### src/rtl/sys_defs.sv
// Shared core definitions: functional-unit and CDB counts, ROB tag width,
// and the packets that travel between reservation stations, units and CDBs.
package sys_defs;

    localparam int XLEN      = 32;
    localparam int NUM_FU    = 4;
    localparam int NUM_CDB   = 2;
    localparam int ROB_TAG_W = 6;

    typedef struct packed {
        logic                 valid;
        logic [ROB_TAG_W-1:0] tag;
        logic [XLEN-1:0]      value;
        logic                 take_branch;
    } CDB_PACKET;

    // Issue packet from a reservation station; the ROB tag rides along so the
    // unit can return it with its result.
    typedef struct packed {
        logic                 valid;
        logic [ROB_TAG_W-1:0] rob_tag;
        logic [XLEN-1:0]      opa;
        logic [XLEN-1:0]      opb;
    } FU_RS_PACKET;

    function automatic int wrap_inc(input int i, input int n);
        return (i + 1 >= n) ? 0 : i + 1;
    endfunction

endpackage

### src/rtl/rr_select.sv
// Round-robin picker: one-hot grant for the first request at or after ptr,
// wrapping past the top index. ptr must be below N.
module rr_select #(
    parameter int N     = 4,
    parameter int PTR_W = 2
) (
    input  logic [N-1:0]     req,
    input  logic [PTR_W-1:0] ptr,
    output logic [N-1:0]     gnt
);
    import sys_defs::*;

    logic [N-1:0] rot;
    logic [N-1:0] iso;

    // Rotate so ptr lands on bit 0, isolate the lowest set bit, rotate back.
    assign rot = N'({req, req} >> ptr);
    assign iso = rot & (-rot);
    assign gnt = N'(({iso, iso} << ptr) >> N);

endmodule

### src/rtl/cdb_arbiter.sv
// Per-unit holding registers feeding NUM_CDB broadcast slots. Grants come only
// from registered state, so fu_* inputs never reach an output combinationally.
module cdb_arbiter #(
    parameter int NUM_FU  = sys_defs::NUM_FU,
    parameter int NUM_CDB = sys_defs::NUM_CDB,
    parameter int TAG_W   = sys_defs::ROB_TAG_W
) (
    input  logic                             clock,
    input  logic                             reset,
    input  logic                             squash,
    input  logic [NUM_FU-1:0]                fu_valid,
    input  logic [NUM_FU*TAG_W-1:0]          fu_tag,
    input  logic [NUM_FU*sys_defs::XLEN-1:0] fu_value,
    input  logic [NUM_FU-1:0]                fu_take_branch,
    output logic [NUM_FU-1:0]                fu_ready,
    output logic [NUM_CDB-1:0]               cdb_valid,
    output logic [NUM_CDB*TAG_W-1:0]         cdb_tag,
    output logic [NUM_CDB*sys_defs::XLEN-1:0] cdb_value,
    output logic [NUM_CDB-1:0]               cdb_take_branch
);
    import sys_defs::*;

    localparam int PTR_W = (NUM_FU > 1) ? $clog2(NUM_FU) : 1;

    typedef struct packed {
        logic             valid;
        logic [TAG_W-1:0] tag;
        logic [XLEN-1:0]  value;
        logic             take_branch;
    } slot_t;

    logic [NUM_FU-1:0] hold_valid_q, hold_valid_d;
    logic [TAG_W-1:0]  hold_tag_q   [NUM_FU];
    logic [TAG_W-1:0]  hold_tag_d   [NUM_FU];
    logic [XLEN-1:0]   hold_value_q [NUM_FU];
    logic [XLEN-1:0]   hold_value_d [NUM_FU];
    logic [NUM_FU-1:0] hold_tb_q, hold_tb_d;
    logic [PTR_W-1:0]  rr_ptr_q, rr_ptr_d;

    logic [NUM_FU-1:0] slot_gnt [NUM_CDB];
    logic [NUM_FU-1:0] taken    [NUM_CDB+1];
    logic [NUM_FU-1:0] grant;

    assign taken[0] = '0;
    assign grant    = taken[NUM_CDB];
    assign fu_ready = ~hold_valid_q | grant;

    genvar gi;
    generate
        for (gi = 0; gi < NUM_CDB; gi++) begin : g_slot
            slot_t pkt;

            // Each slot only sees the units not already claimed by lower slots.
            rr_select #(.N(NUM_FU), .PTR_W(PTR_W)) u_sel (
                .req (hold_valid_q & ~taken[gi]),
                .ptr (rr_ptr_q),
                .gnt (slot_gnt[gi])
            );
            assign taken[gi+1] = taken[gi] | slot_gnt[gi];

            always_comb begin
                pkt = '0;
                for (int i = 0; i < NUM_FU; i++) begin
                    if (slot_gnt[gi][i]) begin
                        pkt.valid       = 1'b1;
                        pkt.tag         = hold_tag_q[i];
                        pkt.value       = hold_value_q[i];
                        pkt.take_branch = hold_tb_q[i];
                    end
                end
            end

            assign cdb_valid[gi]                 = pkt.valid;
            assign cdb_tag[gi*TAG_W +: TAG_W]    = pkt.tag;
            assign cdb_value[gi*XLEN +: XLEN]    = pkt.value;
            assign cdb_take_branch[gi]           = pkt.take_branch;
        end
    endgenerate

    always_comb begin
        hold_valid_d = hold_valid_q;
        hold_tag_d   = hold_tag_q;
        hold_value_d = hold_value_q;
        hold_tb_d    = hold_tb_q;
        for (int i = 0; i < NUM_FU; i++) begin
            if (squash) begin
                hold_valid_d[i] = 1'b0;
            end else if (fu_valid[i] && fu_ready[i]) begin
                hold_valid_d[i] = 1'b1;
                hold_tag_d[i]   = fu_tag[i*TAG_W +: TAG_W];
                hold_value_d[i] = fu_value[i*XLEN +: XLEN];
                hold_tb_d[i]    = fu_take_branch[i];
            end else if (grant[i]) begin
                hold_valid_d[i] = 1'b0;
            end
        end
    end

    // Later slots overwrite earlier ones, leaving the last grant in scan order.
    always_comb begin
        rr_ptr_d = rr_ptr_q;
        for (int k = 0; k < NUM_CDB; k++) begin
            for (int i = 0; i < NUM_FU; i++) begin
                if (slot_gnt[k][i]) begin
                    rr_ptr_d = PTR_W'(wrap_inc(i, NUM_FU));
                end
            end
        end
        if (squash) begin
            rr_ptr_d = rr_ptr_q;
        end
    end

    always_ff @(posedge clock) begin
        if (reset) begin
            hold_valid_q <= '0;
            rr_ptr_q     <= '0;
        end else begin
            hold_valid_q <= hold_valid_d;
            rr_ptr_q     <= rr_ptr_d;
        end
    end

    always_ff @(posedge clock) begin
        hold_tag_q   <= hold_tag_d;
        hold_value_q <= hold_value_d;
        hold_tb_q    <= hold_tb_d;
    end

endmodule

### config.mk
export PLATFORM = sky130hd
export DESIGN_NAME = cdb_arbiter
export DESIGN_NICKNAME = d
export VERILOG_FILES = /design/src/rtl/sys_defs.sv /design/src/rtl/rr_select.sv /design/src/rtl/cdb_arbiter.sv
export SDC_FILE = /design/constraint.sdc
export NUM_CORES = 1
export LEC_CHECK = 0
export BUFFER_PORTS_ARGS = -buffer_cell sky130_fd_sc_hd__buf_4
export CAP_MARGIN = 5
export CELL_PAD_IN_SITES_DETAIL_PLACEMENT = 1
export CELL_PAD_IN_SITES_GLOBAL_PLACEMENT = 2
export CORE_MARGIN = 5
export CORE_UTILIZATION = 36
export CTS_BUF_LIST = sky130_fd_sc_hd__clkbuf_4 sky130_fd_sc_hd__clkbuf_8 sky130_fd_sc_hd__clkbuf_16
export CTS_CLUSTER_SIZE = 24
export DETAILED_ROUTE_END_ITERATION = 10
export GPL_TIMING_DRIVEN = 0
export MAX_ROUTING_LAYER = met4
export PLACE_DENSITY_LB_ADDON = 0.12
export SLEW_MARGIN = 20
export SYNTH_ARGS = -nofsm -noshare
export SYNTH_HDL_FRONTEND = slang
export SYNTH_SLANG_ARGS = --single-unit
### constraint.sdc
create_clock -name clock -period 7.3 [get_ports clock]
set_input_delay 0.73 -clock clock [delete_from_list [all_inputs] [get_ports clock]]
set_output_delay 0.73 -clock clock [all_outputs]
set_load 0.01 [all_outputs]
==> flow_metrics.tcl <==
set metrics [dict create \
    outcome "complete, no violations" \
    final_common_cell "sky130_fd_sc_hd__buf_4" \
    grt_pass1_vias 6988 \
    period_minus_slack_ns 3.70 \
    yosys.cell_types.count 57 \
    worst_pin_slew_ns 0.720 \
    post_synth_instance_area_mm2 0.00732 \
    clockBufferDepth 2 \
    dp_hpwl_um 20700 \
    ys_async_sr_fraction_pct 0 \
    timing_worst_setup_path_type "reg2out" \
    finClkSkew_ns 0.00796 \
    critical_path_arrival_ns 2.97 \
    fp.dieW_um 153 \
    cp-end-kind "output pin" \
    post-cts-setup-buffers 0 \
    hold_path_depth 1 \
    die_h_um 153 \
    worst_setup_hold_path_clk_slew_ns 0.07 \
    drt-wirelength-per-cell_um 26.3 \
    cap_violations 0 \
    totalWireLength_um 28300 \
    clock_sink_count 162 \
    fin_crit_sh_pct 50.7 \
    worstHoldPathType "in2reg" \
    fp-row-count 52 \
    synth-warning-count 0 \
    syn_inst 505 \
    timing_hold_violations_final 0 \
    start_util_pct 36.4 \
    flow.area_growth_from_synthesis_pct 41.3 \
    globalRoute.totalOverflow 0 \
    num_antenna_cells 0 \
    worstSkewPairLatency_ns 0.43 \
    synth.avg_cell_area_um2 14.5 \
    layout-drive-gt1-share_pct 47.6 \
    htree_num_levels 4 \
    final_nets 956 \
    crit_chain "buf_2 -> inv_1 -> a21oi_1 -> o211ai_2 -> buf_2 -> buf_1 -> a21oi_1 -> buf_4" \
    critical-path-max-stage-delay_ns 0.56 \
    num_vias 6183 \
    finalSetupViolations 0 \
    timing.reg2reg.worst_path_depth 10 \
    cts_stage_hold_buffer_count 0 \
    initial_drc_count 635 \
    vdd_drop_max_mv 0.153 \
    r2r-start "rr_ptr_q[0]" \
    synth-main-ff-cell "sky130_fd_sc_hd__edfxtp_1" \
    portBuffers 246 \
    route.detailed.vias_per_inst 5.75 \
    cts_inserted_buffers 17 \
    maximum_number_of_pins_on_one_net_before_global_route_repair 17 \
    fillCellCount 2073 \
    antenna_left 0 \
    hold_path_endpoint "hold_value_q[48]" \
    post-layout-total-power_mw 2.41 \
    post_cts_resized 0 \
    regToRegSetupSlack_ns 3.80 \
    timing.hold.worst.start "fu_value[80]" \
    dr.pass1.iters 10 \
    timing.final.max_slew_violations 0 \
    synth_edf_count 156 \
    ys_ff_latch 162 \
    crit-reg2reg-capture "hold_value_q[76]" \
    grt_usage_pct 24.5 \
    mappedNetlistNets 668 \
    timing.critical_path.required_ns 6.57 \
    ioPinCount 247 \
    crit_path_max_fanout 10 \
    routabilityCongestion 0.863 \
    die_outline_area_mm2 0.0233 \
    initial_antenna_violation_count 0 \
    clock-root-buffer "sky130_fd_sc_hd__clkbuf_16" \
    synth_seq_area_share_pct 65.6 \
    power_leakage_nw 4.06 \
    finalCoreUtilization_pct 51.5 \
    detail_route.drc_violations 0 \
    grt_setup_unrepaired "no" \
    design.core.area_mm2 0.0201 \
    critical-path-slowest-cell "sky130_fd_sc_hd__buf_1" \
    timing.critical_path.from_type "flop" \
    clock_tree_from_tritoncts "yes" \
    mostFrequentLayoutCells "264 x sky130_fd_sc_hd__buf_4, 156 x sky130_fd_sc_hd__edfxtp_1, 47 x sky130_fd_sc_hd__a21oi_1" \
    grt_pass1_wl_um 42400 \
    fmax_mhz 270 \
    power_dens_cells_mw_per_mm2 232 \
    max_slew_margin_pct 51.8 \
]
-- cell type report --
| type | instances | area (um2) | share of cell area, % |
|---|---|---|---|
| Buffer | 52 | 308 | 2.97 |
| Tap cell | 270 | 338 | 3.26 |
| Inverter | 8 | 30.0 | 0.290 |
| Clock buffer | 18 | 433 | 4.18 |
| Sequential cell | 162 | 4800 | 46.4 |
| Timing Repair Buffer | 269 | 2050 | 19.8 |
| Clock inverter | 14 | 188 | 1.81 |
| Multi-Input combinational cell | 283 | 2200 | 21.3 |
-- synth_stat cells (all sizes together) (6+ instances only) --
master,number,area share [%]
edfxtp,156,64
a21oi,48,3.3
nor2,46,2.4
a221o,40,5.5
a222oi,39,5.3
o221a,39,6.0
buf,35,3.3
clkbuf,17,0.87
o21ai,12,0.82
inv,8,0.41
nand2,7,0.36
dfxtp,6,1.6
nor3b,6,0.68
-- worst max-delay path by stage --
stage	slack, ns	depth (start not counted)	start	end
finish	3.60	8	rr_ptr_q[1]	cdb_value[30]
global route	3.44	8	rr_ptr_q[1]	cdb_tag[5]
CTS	3.55	8	rr_ptr_q[1]	cdb_tag[5]
detailed placement	3.81	10	rr_ptr_q[0]	hold_value_q[83]
global placement	-0.69	7	rr_ptr_q[0]	hold_value_q[87]
floorplan	2.57	7	rr_ptr_q[0]	hold_tag_q[0]
-- critical path: cells and delay by family, from the launching register on --
kind	cells	cell delay, ns
DFF	1	0.34
buffers and inverters	5	1.51
AOI/OAI and AO/OA	3	0.68
-- state kept, by name (all words and copies together), names as in the netlist --
register,count
hold_value_q,128
hold_tag_q,24
hold_tb_q,4
hold_valid_q,4
rr_ptr_q,2
-- routing by layer --
metal	vias up	part of all wire, %	global-route usage [%]
li1	2739	-	-
met1	3168	39	28.5
met2	236	54	42.6
met3	40	5.6	5.45
met4	0	2.1	7.68
met5	-	0	-
-- kinds of logic (layout without fill, tap and decap cells) --
family,Yosys count,after routing,synth area share [%]
compound gates,203,203,24.0
flops,162,162,65.6
simple gates,75,75,4.94
buf+inv,60,361,4.61
xor+xnor,3,3,0.564
mux,2,2,0.290
-- where the power goes --
group          internal (mW)  leakage [nW]  switching [mW]
clock network          0.554         0.303           0.403
logic                  0.174          2.25           0.175
registers               1.07          1.51          0.0260
total                   1.80          4.06           0.604
-- stage by stage --
step           hold WS [ns]  std cells  setup TNS, ns  instance area, um2  setup WS, ns
2_1_floorplan         0.746        505              0                7320          2.57
6_report              0.466       1076              0               10300          3.60
5_1_grt               0.441       1076              0               10300          3.44
3_3_place_gp          0.826       1021         -88.65                9510        -0.692
4_1_cts               0.448       1076              0               10300          3.55
3_5_place_dp          0.835       1044              0                9730          3.81
No activity file was read; power rests on OpenSTA's default activity.
